<file path="config.mk">
export PLATFORM = sky130hd
export DESIGN_NAME = video_cmd_queue
export DESIGN_NICKNAME = d
export VERILOG_FILES = /design/src/rtl/video_cmd_pkg.sv /design/src/rtl/cmd_fifo.sv /design/src/rtl/video_cmd_queue.sv
export SDC_FILE = /design/constraint.sdc
export NUM_CORES = 1
export LEC_CHECK = 0
export BUFFER_PORTS_ARGS = -buffer_cell sky130_fd_sc_hd__buf_4
export CAP_MARGIN = 0
export CORE_ASPECT_RATIO = 1.5
export CORE_MARGIN = 1.5
export CORE_UTILIZATION = 30
export DETAILED_ROUTE_END_ITERATION = 8
export PLACE_DENSITY = 0.48
export RECOVER_POWER = 50
export SYNTH_ARGS = -nofsm -noshare
export SYNTH_HDL_FRONTEND = slang
export SYNTH_SLANG_ARGS = --single-unit
</file>
<file path="constraint.sdc">
create_clock -name clk -period 6.1 [get_ports clk]
set_input_delay 0.61 -clock clk [delete_from_list [all_inputs] [get_ports clk]]
set_output_delay 0.61 -clock clk [all_outputs]
set_load 0.005 [all_outputs]
</file>
<file path="src/rtl/video_cmd_pkg.sv">
// Shared definitions for the video command queue: opcodes, FSM states,
// dataA field offsets and the queued command payload.
package video_cmd_pkg;

    localparam int unsigned OPCODE_LSB = 0;
    localparam int unsigned OPCODE_W   = 4;
    localparam int unsigned FIELD_LSB  = 4;
    localparam int unsigned WORD_W     = 32;

    localparam logic [OPCODE_W-1:0] OP_WBR = 4'h0;
    localparam logic [OPCODE_W-1:0] OP_WSM = 4'h1;

    typedef enum logic [2:0] {
        IDLE,
        LOAD,
        HOLD,
        ISSUE,
        WAIT_DONE
    } state_e;

    typedef struct packed {
        logic [WORD_W-1:0] data_a;
        logic [WORD_W-1:0] data_b;
    } cmd_t;

    localparam int unsigned CMD_W = $bits(cmd_t);

    function automatic logic [OPCODE_W-1:0] cmd_opcode(input cmd_t c);
        return c.data_a[OPCODE_LSB +: OPCODE_W];
    endfunction

endpackage

</file>
<file path="src/rtl/cmd_fifo.sv">
// Synchronous command FIFO (DEPTH x cmd_t) with registered full/empty/level.
// The head entry is presented combinationally on rd_data_c.
module cmd_fifo
    import video_cmd_pkg::*;
#(
    parameter int unsigned DEPTH = 16
) (
    input  logic                   clk,
    input  logic                   reset,
    input  logic                   push_i,
    input  logic                   pop_i,
    input  cmd_t                   wr_data_i,
    output cmd_t                   rd_data_c,
    output logic                   full_o,
    output logic                   empty_o,
    output logic [$clog2(DEPTH):0] level_o
);

    localparam int unsigned PTR_W = $clog2(DEPTH);
    localparam int unsigned CNT_W = PTR_W + 1;

    cmd_t             mem_q [DEPTH];
    logic [PTR_W-1:0] wr_ptr_q, wr_ptr_d;
    logic [PTR_W-1:0] rd_ptr_q, rd_ptr_d;
    logic [CNT_W-1:0] cnt_d;
    logic             do_push_c;
    logic             do_pop_c;

    // Registered full blocks a push even when a pop happens in the same cycle.
    always_comb begin
        do_push_c = push_i && !full_o;
        do_pop_c  = pop_i && !empty_o;
        wr_ptr_d  = wr_ptr_q + PTR_W'(do_push_c);
        rd_ptr_d  = rd_ptr_q + PTR_W'(do_pop_c);
        cnt_d     = level_o + CNT_W'(do_push_c) - CNT_W'(do_pop_c);
    end

    always_ff @(posedge clk or posedge reset) begin
        if (reset) begin
            wr_ptr_q <= '0;
            rd_ptr_q <= '0;
            level_o  <= '0;
            full_o   <= 1'b0;
            empty_o  <= 1'b1;
        end else begin
            wr_ptr_q <= wr_ptr_d;
            rd_ptr_q <= rd_ptr_d;
            level_o  <= cnt_d;
            full_o   <= (cnt_d == CNT_W'(DEPTH));
            empty_o  <= (cnt_d == '0);
        end
    end

    always_ff @(posedge clk) begin
        if (do_push_c) begin
            mem_q[wr_ptr_q] <= wr_data_i;
        end
    end

    assign rd_data_c = mem_q[rd_ptr_q];

endmodule

</file>
<file path="src/rtl/video_cmd_queue.sv">
// FIFO-buffered command dispatcher: queues processor writes and issues them
// in order as WBR/WSM strobes. Optional watchdog: VIDEO_CMD_TIMEOUT_EN.
module video_cmd_queue
    import video_cmd_pkg::*;
#(
    parameter int unsigned DEPTH          = 16,
    parameter int unsigned ADDR_W         = 14,
    parameter int unsigned REG_W          = 5,
    parameter int unsigned COLOR_W        = 9,
    parameter int unsigned TIMEOUT_CYCLES = 1023
) (
    input  logic                   clk,
    input  logic                   reset,
    input  logic                   clk_en,
    input  logic [WORD_W-1:0]      dataA,
    input  logic [WORD_W-1:0]      dataB,
    input  logic                   printing_screen,
    input  logic                   wr_done,
    input  logic                   err_clear,
    output logic                   accepted,
    output logic                   full,
    output logic                   empty,
    output logic [$clog2(DEPTH):0] level,
    output logic                   busy,
    output logic                   reg_wr,
    output logic [REG_W-1:0]       reg_index,
    output logic [WORD_W-1:0]      reg_data,
    output logic                   mem_wr,
    output logic [ADDR_W-1:0]      mem_address,
    output logic [COLOR_W-1:0]     mem_data,
    output logic                   overflow,
`ifdef VIDEO_CMD_TIMEOUT_EN
    output logic                   timeout,
`endif
    output logic                   illegal
);

    state_e              state_q, state_d;
    cmd_t                head_c;
    logic [OPCODE_W-1:0] head_op_c;
    logic                push_c;
    logic                pop_c;
    logic                set_illegal_c;
    logic                wsm_sel_c;
    logic                issue_c;
    logic                wsm_q;
    logic                unused_bits_c;

    assign push_c    = clk_en && !full;
    assign head_op_c = cmd_opcode(head_c);

    cmd_fifo #(
        .DEPTH (DEPTH)
    ) u_fifo (
        .clk       (clk),
        .reset     (reset),
        .push_i    (push_c),
        .pop_i     (pop_c),
        .wr_data_i ({dataA, dataB}),
        .rd_data_c (head_c),
        .full_o    (full),
        .empty_o   (empty),
        .level_o   (level)
    );

`ifdef VIDEO_CMD_TIMEOUT_EN
    localparam int unsigned TMR_W = $clog2(TIMEOUT_CYCLES + 1);
    logic [TMR_W-1:0] tmr_q;
    logic             set_timeout_c;
`endif

    always_comb begin
        state_d       = state_q;
        pop_c         = 1'b0;
        set_illegal_c = 1'b0;
`ifdef VIDEO_CMD_TIMEOUT_EN
        set_timeout_c = 1'b0;
`endif
        unique case (state_q)
            IDLE: begin
                if (!empty) state_d = LOAD;
            end
            LOAD: begin
                if (head_op_c == OP_WBR) begin
                    state_d = ISSUE;
                end else if (head_op_c == OP_WSM) begin
                    state_d = printing_screen ? HOLD : ISSUE;
                end else begin
                    pop_c         = 1'b1;
                    set_illegal_c = 1'b1;
                    state_d       = IDLE;
                end
            end
            HOLD: begin
                if (!printing_screen) state_d = ISSUE;
            end
            ISSUE: begin
                state_d = WAIT_DONE;
            end
            WAIT_DONE: begin
                if (wr_done) begin
                    pop_c   = 1'b1;
                    state_d = IDLE;
                end
`ifdef VIDEO_CMD_TIMEOUT_EN
                else if (tmr_q == TMR_W'(TIMEOUT_CYCLES - 1)) begin
                    pop_c         = 1'b1;
                    set_timeout_c = 1'b1;
                    state_d       = IDLE;
                end
`endif
            end
            default: state_d = IDLE;
        endcase

        // Target type is decoded from the head in LOAD, from the latch afterwards.
        wsm_sel_c = (state_q == LOAD) ? (head_op_c == OP_WSM) : wsm_q;
        issue_c   = (state_d == ISSUE);
    end

    always_ff @(posedge clk or posedge reset) begin
        if (reset) begin
            state_q     <= IDLE;
            accepted    <= 1'b0;
            busy        <= 1'b0;
            reg_wr      <= 1'b0;
            mem_wr      <= 1'b0;
            wsm_q       <= 1'b0;
            reg_index   <= '0;
            reg_data    <= '0;
            mem_address <= '0;
            mem_data    <= '0;
            overflow    <= 1'b0;
            illegal     <= 1'b0;
        end else begin
            state_q  <= state_d;
            accepted <= push_c;
            busy     <= (state_d != IDLE);
            reg_wr   <= issue_c && !wsm_sel_c;
            mem_wr   <= issue_c && wsm_sel_c;
            if (state_q == LOAD) begin
                wsm_q       <= (head_op_c == OP_WSM);
                reg_index   <= head_c.data_a[FIELD_LSB +: REG_W];
                reg_data    <= head_c.data_b;
                mem_address <= head_c.data_a[FIELD_LSB +: ADDR_W];
                mem_data    <= head_c.data_b[COLOR_W-1:0];
            end
            // Sticky flags: a set in the same cycle as err_clear wins.
            if (clk_en && full) overflow <= 1'b1;
            else if (err_clear) overflow <= 1'b0;
            if (set_illegal_c)  illegal <= 1'b1;
            else if (err_clear) illegal <= 1'b0;
        end
    end

`ifdef VIDEO_CMD_TIMEOUT_EN
    always_ff @(posedge clk or posedge reset) begin
        if (reset) begin
            tmr_q   <= '0;
            timeout <= 1'b0;
        end else begin
            tmr_q <= (state_q == WAIT_DONE && state_d == WAIT_DONE) ? tmr_q + 1'b1 : '0;
            if (set_timeout_c)  timeout <= 1'b1;
            else if (err_clear) timeout <= 1'b0;
        end
    end
`endif

    assign unused_bits_c = ^{head_c, 32'(TIMEOUT_CYCLES)};

endmodule

</file>
# After elaboration in Yosys (flattened, before gate mapping)
# Memory sizes are Yosys's and may differ from the RTL's.
# Cells that the tools add are included.
word_totals:
  mem_count: 1
  word_cells: 62
  out_inout_bits: 73
  ram_bits: 1024
  inputBits: 70
  regBits: 85
op_classes:
  n_mux: 18
  n_reduce_logical: 15
  n_addsub: 4
  n_eq_ne: 7
mem_list:
  columns: ["name", "depth", "width", "rd", "rd_clocked_by_memory_dff", "write_ports", "line", "source"]
  rows:
  - ["u_fifo.mem_q", 16, 64, 1, 0, 1, "cmd_fifo.sv:22", "cmd_t mem_q [DEPTH];"]
ops:
  columns: ["operator", "n"]
  rows:
  - ["3-bit case mux with 5 select lines", 1]
  - ["1-bit 2-to-1 mux", 11]
  - ["3-bit by 2-bit == test with 1-bit output (second input constant)", 3]
  - ["3-bit 2-to-1 mux", 3]
  - ["4-bit by 1-bit adder with 4-bit output", 2]
  - ["1-bit logical AND", 6]
  - ["5-bit by 1-bit adder with 5-bit output", 1]
  - ["5-bit == test (second input constant)", 1]
  - ["5-bit logical NOT", 1]
  - ["5-bit by 1-bit subtractor with 5-bit output", 1]
  - ["4-bit by 1-bit == test with 1-bit output (second input constant)", 1]
  - ["4-bit logical NOT", 1]
  - ["2-bit 2-to-1 mux", 2]
  - ["2-bit nonzero test", 2]
  - ["3-bit by 1-bit == test with 1-bit output (second input constant)", 1]
  - ["3-bit == test (second input constant)", 1]
  - ["1-bit logical NOT", 3]
  - ["3-bit logical NOT", 1]
  - ["3-bit nonzero test", 1]
  - ["1-bit case mux with 2 select lines", 1]

# Depth between registers and ports, before layout
# Gate-level depths: netlist (run 1).
# An unclocked memory read counts as a cell.
depth:
  ltp_word: 8
  ltp_mapped: 17
  mapped_depth_nobuf: 16

# Hierarchy
# Synthesis (run 1) repeated with hierarchy kept, for this count alone.
unflattened:
  cells_unflattened: 1792
  area_unflattened_um2: 41267.1
modules_own_cells:
  columns: ["mod", "seq_area_each_um2", "cells_per_inst", "area_per_inst_um2", "instances"]
  rows:
  - ["cmd_fifo", 31126.1, 1639, 38983.6, 1]
  - ["video_cmd_queue", 1401.3, 153, 2283.4, 1]

# Least setup slack after synthesis (run 1)
# Ideal clock, no wire load.
synth_timing:
  path_type: "in2reg"
  from: "input port clk_en"
  to: "memory u_fifo.mem_q[0][0] (netlist bit) (enable)"
  arrival_time_ns: 4.477
  t_required_ns: 5.581
  path_stages: 3
  n_path_buf: 0
  setup_ns: 0.519
  slack_ns: 1.104
  path_cell_list: "nand2b_1 -> or3_1 -> nor3_1"
synth_via:
  elab_chain_len: 4
synth_lines:
  columns: ["element", "line", "source"]
  rows:
  - ["from (decl)", "video_cmd_queue.sv:14", "input logic clk_en,"]
  - ["1-bit logical AND", "video_cmd_queue.sv:49", "assign push_c = clk_en && !full;"]
  - ["1-bit logical AND", "cmd_fifo.sv:31", "do_push_c = push_i && !full_o;"]
  - ["1-bit 2-to-1 mux", "cmd_fifo.sv:55", "if (do_push_c) begin"]
  - ["1-bit 2-to-1 mux (not written as such)", "cmd_fifo.sv:56", "mem_q[wr_ptr_q] <= wr_data_i;"]
  - ["to (decl)", "cmd_fifo.sv:22", null]
# Every way passes these cells.

# Worst setup path in the final report (run 1)
layout_timing:
  from: "register u_fifo.rd_ptr_q[0]"
  to: "register u_fifo.full_o"
layout_via:
  elab_chain_len: 8
  word_cells_on_any_way: 9
  cone_classes: "add/sub: 1; eq/ne: 2; mux: 3; reduce/logical: 2; memory: 1"
layout_lines:
  columns: ["element", "line", "source"]
  rows:
  - ["from (decl)", "cmd_fifo.sv:24", "logic [PTR_W-1:0] rd_ptr_q, rd_ptr_d;"]
  - ["from (signal assigned)", "cmd_fifo.sv:47", "rd_ptr_q <= rd_ptr_d;"]
  - ["memory 16 x 64 bit (*)", null, null]
  - ["4-bit by 1-bit == test with 1-bit output", "video_cmd_queue.sv:86", "end else if (head_op_c == OP_WSM) begin"]
  - ["1-bit 2-to-1 mux", "video_cmd_queue.sv:86", null]
  - ["1-bit 2-to-1 mux (*)", "video_cmd_queue.sv:84", "if (head_op_c == OP_WBR) begin"]
  - ["1-bit case mux with 2 select lines (*)", "video_cmd_queue.sv:79", "unique case (state_q)"]
  - ["1-bit logical AND (*)", "cmd_fifo.sv:32", "do_pop_c = pop_i && !empty_o;"]
  - ["5-bit by 1-bit subtractor with 5-bit output (*)", "cmd_fifo.sv:35", "cnt_d = level_o + CNT_W'(do_push_c) - CNT_W'(do_pop_c);"]
  - ["named net u_fifo.cnt_d[1]", "cmd_fifo.sv:25", "logic [CNT_W-1:0] cnt_d;"]
  - ["5-bit == test (*)", "cmd_fifo.sv:49", "full_o <= (cnt_d == CNT_W'(DEPTH));"]
  - ["to (signal assigned)", "cmd_fifo.sv:49", null]
  - ["to (decl)", "cmd_fifo.sv:14", "output logic full_o,"]
# The timed path passes the listed nets; every way through them passes the cells marked *.
# A chain may end at the register's enable or synchronous reset.

==> qor.csv, run 1 <==
metric;value;unit
Post-synth EDFFs;800;
Nets;1857;
Post-Route Utilization;34.9;%
Yosys reg bits;871;
Worst Hold End;mem_wr;
R2R Setup Slk;1.64;ns
final-report hold violation count;0;
Worst Hold Launch;printing_screen;
crit share post-route;73.1;%
dpl cell area;35700;um2
top-area cell type share of the netlist area;72.6;%
Row Count;149;
final setup vio count;0;
RSZ-0062 raised after global routing;false;
share of layout cells above drive strength 1;22.8;%
antenna viol nets, final;0;
worst hold path class;input pin to flop;
combinational family with the most area after synthesis;multiplexers;
simple-gate share of the synthesized area;2.30;%
routed length on met3;3350;um
commonest non-fill, non-tap cell in the layout;edfxtp_1;
Layout Area Growth over Synthesis;15.5;%
reg2reg end;u_fifo.full_o;
non-filler cells, final;3280;
Worst EP arrival;5.04;ns
commonest cells after routing, fill and taps aside;edfxtp_1, mux4_2, nand2_1, o21ai_0, mux2i_1;
WL/cell;25.2;um
DRC;0;
# IOs;143;
Hold Crit Depth;2;
postcts setup bufs;0;
Chip Height;410;um
YS warnings;0;
die area;112000;um2
Vias;15900;
gr usage total;14.9;%
Compound-Gate Fraction of Synth Area;4.28;%
total number of H-tree levels;3;
Net Sw Frac;31.6;%
Tightest Pin Transition;2.01;ns
largest net degree at the start of global routing;130;
Max Buffers Root-to-Sink;3;
LEAKAGE;12.4;nW
Seq/Total Area, Yosys;78.0;%
port buffer count;128;
initial antenna violation count;10;
design area;38200;um2
Starting Density;30.2;%
CTS buffer count;82;
Detail Placement HPWL;43200;um
CTS resizes;0;
sequential share of power;43.2;%
Clock Sinks;871;
Peak VDD IR;350;uV
Congestion Overflow GR;0;
leading area contributor after synthesis;edfxtp_1;
prevailing post-synth register cell;edfxtp_1;
WHS;0.123;ns
Worst Path Max Fanout;44;
worst endpoint required time;6.68;ns
gpl congestion;0.692;
clock share of power;28.6;%
skew final;0.0244;ns
Syn Area/Cell;20.3;um2
TritonRoute pass-1 iters;5;
logic gate share of total power;28.2;%
first-pass GRT wire length;120000;um
Mapped Cells;1626;
Psw;5.70;mW
Max Cap Viol;1;
crit path capture type;flop;
area of the core;110000;um2
async set-reset flop share out of synthesis;8.15;%
syn_nets;1706;
CTS tree;built;
hold_buf cts;1;
Setup WS post-layout;1.64;ns
outcome;complete, but fails checks;
met1 WL;33200;um
mapped cell area;33100;um2
Clock transition at path regs;0.06;ns
failing checks;max-capacitance violations, max-slew violations;
f_max;224;MHz
Internal;12.3;mW
pwr/cell area;472;nW/um2
die width;274;um
library cells used by synthesis;46;
Setup crit start kind;flop;
dpl cells;3126;
mean number of vias per cell;4.85;
XOR/XNOR share of the synthesized area;0.212;%
Setup Crit Path Kind;flop to flop;
met2 wire len;44200;um
worst skew pair latency;0.67;ns
Initial DRC Count;1064;
DR top layer;met5;
R2R Path Start;u_fifo.rd_ptr_q[0];
setup TNS;0;ns
root buf cell;clkbuf_16;
worst r2r path cells;14;
post-layout min period;4.46;ns
DP Worst Slack;1.53;ns
Adder-Cell Fraction of Synth Area;0.401;%
mux cell area share after synthesis;13.0;%
routed wire length;82600;um
number of global-route vias before repair;17200;
Rel. slew slack;-34.6;%
Max Slew Vio Count;30;
Tot Pwr;18.0;mW
Synth area leaders;edfxtp_1, mux4_2, dfrtp_1, mux2i_1, o221ai_1;
-- how the worst max path moves through the flow --
stage                             startpoint            endpoint  slack [ns]  cells past startpoint
after floorplan                       clk_en  u_fifo.mem_q[0][0]        1.10                      3
after global routing      u_fifo.rd_ptr_q[0]      u_fifo.empty_o        1.21                     14
after global placement    u_fifo.rd_ptr_q[0]      u_fifo.empty_o        1.45                     14
after detailed placement  u_fifo.rd_ptr_q[0]       u_fifo.full_o        1.53                     14
after CTS                 u_fifo.rd_ptr_q[0]       u_fifo.full_o        1.49                     14
final                     u_fifo.rd_ptr_q[0]       u_fifo.full_o        1.64                     14
-- power by group through the flow --
| stage | logic, mW | clock network, mW | registers [mW] |
|---|---|---|---|
| floorplan | 3.53 | 0 | 7.72 |
| global placement | 5.30 | 0 | 7.90 |
| detailed placement | 5.33 | 0 | 7.94 |
| CTS | 5.34 | 5.31 | 7.82 |
| global route | 5.60 | 5.49 | 7.89 |
| finish | 5.08 | 5.16 | 7.79 |
-- Yosys cell counts, types with 13 or more instances --
| cell | instances |
|---|---|
| buf_4 | 15 |
| o221ai_1 | 92 |
| buf_2 | 18 |
| mux4_2 | 147 |
| edfxtp_1 | 800 |
| clkbuf_1 | 44 |
| mux2i_1 | 95 |
| dfrtp_1 | 70 |
| nand2_1 | 108 |
| nor2_1 | 29 |
| buf_6 | 13 |
| o21ai_0 | 95 |
| inv_1 | 15 |
-- metal layers --
layer,track usage [%],up-vias
met2,26.7,295
li1,-,6972
met3,2.73,110
met4,4.41,12
met5,0,-
met1,17.9,8511
-- critical path, cell delays in order, from the launching register on --
cell,delay (ns)
dfrtp_4,1.01
mux4_2,0.60
mux2i_1,0.17
mux2i_1,0.19
nor4_4,0.38
o22a_1,0.19
nor3_1,0.06
ha_1,0.28
inv_1,0.06
ha_1,0.15
inv_1,0.06
fa_1,0.49
inv_1,0.05
or4_1,0.53
nor2b_1,0.13
-- final cells by class --
type / instances / area (um2)
diodes: 1 / 2.50
clock buffers: 111 / 2310
clock inverters: 41 / 385
fillers: 10400 / 71400
inverters: 16 / 61.3
multi-input cells: 639 / 6790
flip-flops and latches: 871 / 25800
well taps: 1434 / 1790
repair buffers: 167 / 1060
-- registers in the layout, summed over array words and instances, names as in the netlist, 3 cells and up --
| name | flops |
|---|---|
| mem_address | 10 |
| reg_data | 32 |
| reg_index | 4 |
| state_q | 3 |
| u_fifo.level_o | 5 |
| u_fifo.mem_q | 800 |
| u_fifo.rd_ptr_q | 4 |
| u_fifo.wr_ptr_q | 4 |
-- cell families (layout without fill, tap and decap cells) --
| kind of cell | count (synthesis) | in the layout |
|---|---|---|
| flops | 871 | 871 |
| mux | 244 | 244 |
| compound gates | 203 | 203 |
| simple gates | 174 | 174 |
| buf+inv | 116 | 335 |
| fa+ha+maj | 10 | 10 |
| xor+xnor | 8 | 8 |
| other cells | 0 | 1 |
Power figures use the tool's default switching activity.
==> run 2, diff against run 1 <==
PLACE_DENSITY = 0.49   (was 0.48)
clock period = 3.7 ns   (was 6.1 ns; I/O delays follow)
==> qor.csv, run 2 (synthesis gave the netlist of run 1 again) <==
metric;value;unit;change
root buf cell;clkbuf_16;;
share of layout cells above drive strength 1;24.0;%;+1.3 points
crit share post-route;101;%;+28 points
gpl congestion;0.729;;+5.3%
post-layout min period;3.75;ns;-0.709 ns
Layout Area Growth over Synthesis;18.7;%;
Max Buffers Root-to-Sink;3;;unchanged
final-report hold violation count;0;;unchanged
TritonRoute pass-1 iters;5;;unchanged
CTS tree;built;;
Worst Path Max Fanout;3;;-93%
Max Slew Vio Count;0;;-100%
total number of H-tree levels;3;;unchanged
die area;112000;um2;unchanged
setup TNS;-0.0868;ns;-0.0868 ns
Max Cap Viol;0;;-1
logic gate share of total power;30.4;%;+2.2 points
Detail Placement HPWL;45000;um;+4.1%
routed wire length;81900;um;-0.83%
R2R Setup Slk;-0.05;ns;-1.69 ns
Worst Hold Launch;printing_screen;;
initial antenna violation count;9;;-1
sequential share of power;41.9;%;-1.3 points
Chip Height;410;um;unchanged
mean number of vias per cell;4.84;;-0.11%
f_max;267;MHz;+19%
worst skew pair latency;0.66;ns;about the same
Psw;9.56;mW;+68%
Setup Crit Path Kind;flop to flop;;
die width;274;um;unchanged
Net Sw Frac;31.7;%;+0.076 points
WL/cell;24.3;um;-3.4%
largest net degree at the start of global routing;60;;-54%
worst r2r path cells;16;;+2
Setup crit start kind;flop;;
Rel. slew slack;18.5;%;+53 points
# IOs;143;;unchanged
Largest regs;u_fifo.mem_q: 800 flops, reg_data: 32 flops, mem_address: 10 flops;;
DRC;0;;unchanged
Nets;1941;;+4.5%
crit path capture type;flop;;
clock share of power;27.7;%;-0.9 points
Top reg by flops;u_fifo.mem_q;;
Tightest Pin Transition;1.22;ns;-0.785 ns
commonest cells after routing, fill and taps aside;edfxtp_1, mux4_2, nand2_1, buf_4;;
CTS buffer count;82;;unchanged
antenna viol nets, final;0;;unchanged
Peak VDD IR;356;uV;+1.9%
Hold Crit Depth;3;;+1
outcome;complete, but fails checks;;
FILL cells;10200;;-1.3%
Starting Density;30.2;%;unchanged
worst endpoint required time;4.29;ns;-2.39 ns
Tot Pwr;30.2;mW;+67%
skew final;0.0213;ns;-0.00311 ns
R2R Path Start;u_fifo.rd_ptr_q[0];;
Vias;16300;;+2.5%
port buffer count;128;;unchanged
gr usage total;14.8;%;-0.055 points
first-pass GRT wire length;121000;um;+0.84%
Setup WS post-layout;-0.0500;ns;-1.69 ns
area of the core;110000;um2;unchanged
RSZ-0062 raised after global routing;true;;
Largest register FFs;800;;unchanged
Worst Hold End;mem_wr;;
worst hold path class;input pin to flop;;
Row Count;149;;unchanged
failing checks;negative setup slack;;
Worst EP arrival;4.34;ns;-0.70 ns
Internal;20.6;mW;+67%
commonest non-fill, non-tap cell in the layout;edfxtp_1;;
Initial DRC Count;1191;;+12%
Clock transition at path regs;0.06;ns;about the same
number of global-route vias before repair;17900;;+3.8%
Clock Sinks;871;;unchanged
pwr/cell area;768;nW/um2;+63%
Congestion Overflow GR;0;;unchanged
LEAKAGE;12.8;nW;+3.3%
final setup vio count;2;;+2
reg2reg end;u_fifo.full_o;;
## run 2: cell types whose count changed in the layout (fill, tap and decap cells not counted), sizes merged
cell,delta
inv,-2
buf,+52
diode,+1
clkinv,+12
dlygate4sd3,+54
clkinvlp,+1
bufinv,+1
clkbuf,-33
## run 2: layout make-up
class                      count  area (um2)  share of cell area [%]
clock buffer                 100        2160                    5.50
clock inverter                53         502                    1.28
sequential                   871       25800                    65.7
timing repair buffer         251        1980                    5.05
multi-input combinational    639        6950                    17.7
tap                         1434        1790                    4.57
inverter                      16        62.6                   0.159
antenna                        2        5.00                  0.0127
## run 2: worst max path at each step
stage / from / endpoint / slack (ns) / depth (start not counted)
2_1_floorplan: u_fifo.rd_ptr_q[2] / u_fifo.full_o / 0.13 / 15
3_3_place_gp: u_fifo.rd_ptr_q[2] / u_fifo.full_o / -0.14 / 14
3_5_place_dp: u_fifo.rd_ptr_q[2] / u_fifo.full_o / -0.1 / 14
4_1_cts: u_fifo.rd_ptr_q[0] / u_fifo.full_o / -0.10 / 15
5_1_grt: u_fifo.rd_ptr_q[0] / u_fifo.full_o / -0.19 / 16
6_report: u_fifo.rd_ptr_q[0] / u_fifo.full_o / -0.05 / 16
## run 2: critical path, stage by stage, from the launching register on
cell and delay [ns]:
dfrtp_4 0.50, buf_4 0.15, buf_4 0.14, nor3_4 0.19, or3b_4 0.19, o2111ai_4 0.15, nor4_4 0.35, o22a_1 0.22
nor3_2 0.05, ha_1 0.28, inv_1 0.06, ha_2 0.17, inv_2 0.04, fa_1 0.50, inv_2 0.05, or4_4 0.52
nor2b_2 0.12
## run 2: power groups by stage
stage / Sequential (mW) / Combinational [mW] / Clock, mW
after CTS: 12.7 / 9.43 / 8.58
after global routing: 12.8 / 10.0 / 8.96
after detailed placement: 12.9 / 9.17 / 0
after global placement: 12.8 / 9.14 / 0
after floorplan: 12.7 / 5.82 / 0
final: 12.6 / 9.17 / 8.35
## run 2: per-layer routing
metal	global-route usage, %	wire (um)
met1	18.0	33600
met2	26.8	43900
met3	2.20	2740
met4	4.33	1660
met5	0	56
## run 2: timing repair
| action | CTS | global route |
|---|---|---|
| pin swaps | 2 | 8 |
| resized for setup | 11 | 20 |
| hold buffers | 55 | 0 |
| setup endpoints to repair | 2 | 6 |
| hold endpoints to repair | 839 | 0 |
| cloned | 0 | 0 |
| buffers inserted | 9 | 1 |
## run 2: metrics by stage
stage               cell area, um2  hold slack [ns]  instances  utilization, %  setup slack [ns]
floorplan                    33100            0.433       1626               -             0.128
global placement             36000            0.473       3146            32.9            -0.137
detailed placement           36000            0.477       3146            32.9           -0.0974
CTS                          39400            0.372       3363            35.9            -0.103
global route                 39300            0.430       3366            35.8            -0.192
finish                       39300            0.428       3366            35.8           -0.0500
==> run 3, diff against run 2 <==
SYNTH_HIERARCHICAL = 1   (was default)
==> qor.csv, run 3 <==
metric;value;unit;change
Tightest Pin Transition;2.35;ns;+1.13 ns
die area;112000;um2;-0.28%
CTS tree;built;;
worst skew pair latency;0.66;ns;about the same
TritonRoute pass-1 iters;4;;-1
total number of H-tree levels;3;;unchanged
Initial DRC Count;957;;-20%
initial antenna violation count;6;;-3
most used cell, CP;nand2_1;;
Worst EP arrival;4.10;ns;-0.24 ns
Layout Area Growth over Synthesis;19.1;%;
commonest non-fill, non-tap cell in the layout;edfxtp_1;;
outcome;complete, but fails checks;;
Levels on crit path;16;;unchanged
port buffer count;128;;unchanged
Vias;15400;;-5.3%
worst path bufs/invs;1;;-4
R2R Setup Slk;0.18;ns;+0.23 ns
share of layout cells above drive strength 1;31.8;%;+7.8 points
Top reg by flops;u_fifo/mem_q;;
Peak VDD IR;475;uV;+33%
post-layout min period;3.52;ns;-0.232 ns
final setup vio count;0;;-2
worst endpoint required time;4.28;ns;about the same
crit path cell chain;buf_6 -> mux4_2 -> a22oi_2 -> nand2_1 -> nor3_2 -> nand2b_4 -> a21oi_2 -> nor2b_2 -> nand2_1 -> nand2_1 -> ha_2 -> fa_2 -> a21o_1 -> a21oi_2 -> xnor2_2 -> nor3b_2;;
Max Slew Vio Count;38;;+38
mapped cell area;33000;um2;-0.28%
Chip Height;409;um;-0.14%
delay-heaviest family, CP;simple AND/OR/NAND/NOR gates;;
DRC;0;;unchanged
Worst Path Max Fanout;4;;+1
Max Buffers Root-to-Sink;3;;unchanged
FF+latch area;25800;um2;about the same
final-report hold violation count;0;;unchanged
antenna viol nets, final;0;;unchanged
Mapped Cells;1464;;-10%
FILL cells;9970;;-2.5%
crit share post-route;95.1;%;-6.3 points
Row Count;148;;-0.67%
CTS buffer count;84;;+2.4%
WL/cell;25.3;um;+4.1%
Starting Density;30.3;%;+0.17 points
crit path capture type;flop;;
syn_nets;1542;;-9.6%
footprint of the multi-input gates;6760;um2;-2.6%
largest net degree at the start of global routing;99;;+65%
gr usage total;14.7;%;-0.12 points
worst r2r path cells;16;;unchanged
R2R Path Start;u_fifo/rd_ptr_q[0];;
Worst setup startpoint;u_fifo/rd_ptr_q[0];;
Clock transition at path regs;0.06;ns;about the same
mean number of vias per cell;4.82;;-0.46%
pwr/cell area;784;nW/um2;+2.1%
Max Cap Viol;1;;+1
DP Worst Slack;-0.142;ns;-0.0446 ns
skew final;0.0241;ns;+0.00276 ns
die width;274;um;-0.14%
setup TNS;0;ns;+0.0868 ns
Clock Sinks;871;;unchanged
Worst Setup EP;u_fifo/full_o;;
Largest regs;u_fifo/mem_q: 800 flops, reg_data: 32 flops, mem_address: 10 flops;;
Congestion Overflow GR;0;;unchanged
slowest stage cell on the critical path;mux4_2;;
# IOs;143;;unchanged
number of global-route vias before repair;16700;;-6.6%
Setup Crit Path Kind;flop to flop;;
Nets;1781;;-8.2%
LEAKAGE;12.7;nW;-0.79%
commonest cells after routing, fill and taps aside;edfxtp_1, mux4_2, buf_4, a22oi_1, clkbuf_16;;
Largest register FFs;800;;unchanged
Setup WS post-layout;0.182;ns;+0.232 ns
Detail Placement HPWL;47000;um;+4.6%
first-pass GRT wire length;118000;um;-2.7%
f_max;284;MHz;+6.6%
Rel. slew slack;-57.6;%;-76 points
area of the core;109000;um2;-0.84%
gpl congestion;0.719;;-1.4%
worst hold path class;input pin to flop;;
routed wire length;81200;um;-0.93%
Syn Area/Cell;22.5;um2;+11%
root buf cell;clkbuf_16;;
Largest stage delay, worst path;0.51;ns;about the same
reg2reg end;u_fifo/full_o;;
failing checks;max-capacitance violations, max-slew violations;;
Setup crit start kind;flop;;
YS warnings;6;;+6
Post-Route Utilization;36.1;%;+0.31 points
## run 3: layer usage
layer	global-route usage, %	wire length, um	vias to the layer above
met5	0	41	-
met3	2.93	3830	123
met1	17.7	31900	8386
met4	4.74	2170	6
met2	26.1	43300	351
li1	-	-	6573
## run 3: where the power goes
part	total [mW]	switching, mW	leakage (nW)	internal, mW
Combinational	8.96	4.81	3.20	4.15
Clock	9.19	3.78	1.45	5.42
Sequential	12.7	0.553	8.08	12.1
Total	30.8	9.14	12.7	21.7
## run 3: what timing repair did
| action | CTS | global route |
|---|---|---|
| hold buffers | 55 | 0 |
| hold endpoints to repair | 854 | 0 |
| buffers inserted | 3 | 2 |
| gates resized for setup | 1 | 12 |
| endpoints found under the setup margin | 2 | 3 |
| pin swaps | 0 | 7 |
## run 3: worst reg2reg max path: stages, from the launching register on
cell,delay (ns)
dfrtp_4,0.46
buf_6,0.14
mux4_2,0.52
a22oi_2,0.18
nand2_1,0.10
nor3_2,0.22
nand2b_4,0.16
a21oi_2,0.06
nor2b_2,0.17
nand2_1,0.08
nand2_1,0.08
ha_2,0.19
fa_2,0.35
a21o_1,0.20
a21oi_2,0.18
xnor2_2,0.15
nor3b_2,0.19
## run 3: worst min-delay path by stage
stage	from	to	slack (ns)	cells past startpoint
finish	wr_done	state_q[2]	0.1	3
CTS	wr_done	state_q[2]	0.04	3
global route	wr_done	state_q[2]	0.09	3
global placement	reg_data[31]	reg_data[31]	0.48	1
floorplan	reset	u_fifo/full_o	0.27	1
detailed placement	mem_address[13]	mem_address[13]	0.48	1
## run 3: cell type report
type	count	area share, %
multi-input cells	484	17.2
inverters	9	0.0892
flip-flops and latches	871	65.7
clock buffers	104	5.83
well taps	1425	4.54
clock inverters	54	1.73
repair buffers	253	4.88
diodes	3	0.0191
## run 3: per-stage QoR
| step | hold WS [ns] | instances | instance area [um2] | total power, mW |
|---|---|---|---|---|
| after floorplan | 0.271 | 1464 | 33000 | 18.7 |
| after global placement | 0.476 | 2982 | 35800 | 21.8 |
| after detailed placement | 0.478 | 2982 | 35800 | 21.9 |
| after CTS | 0.0439 | 3198 | 39400 | 31.3 |
| after global routing | 0.0900 | 3202 | 39300 | 32.3 |
| final | 0.0981 | 3203 | 39300 | 30.8 |
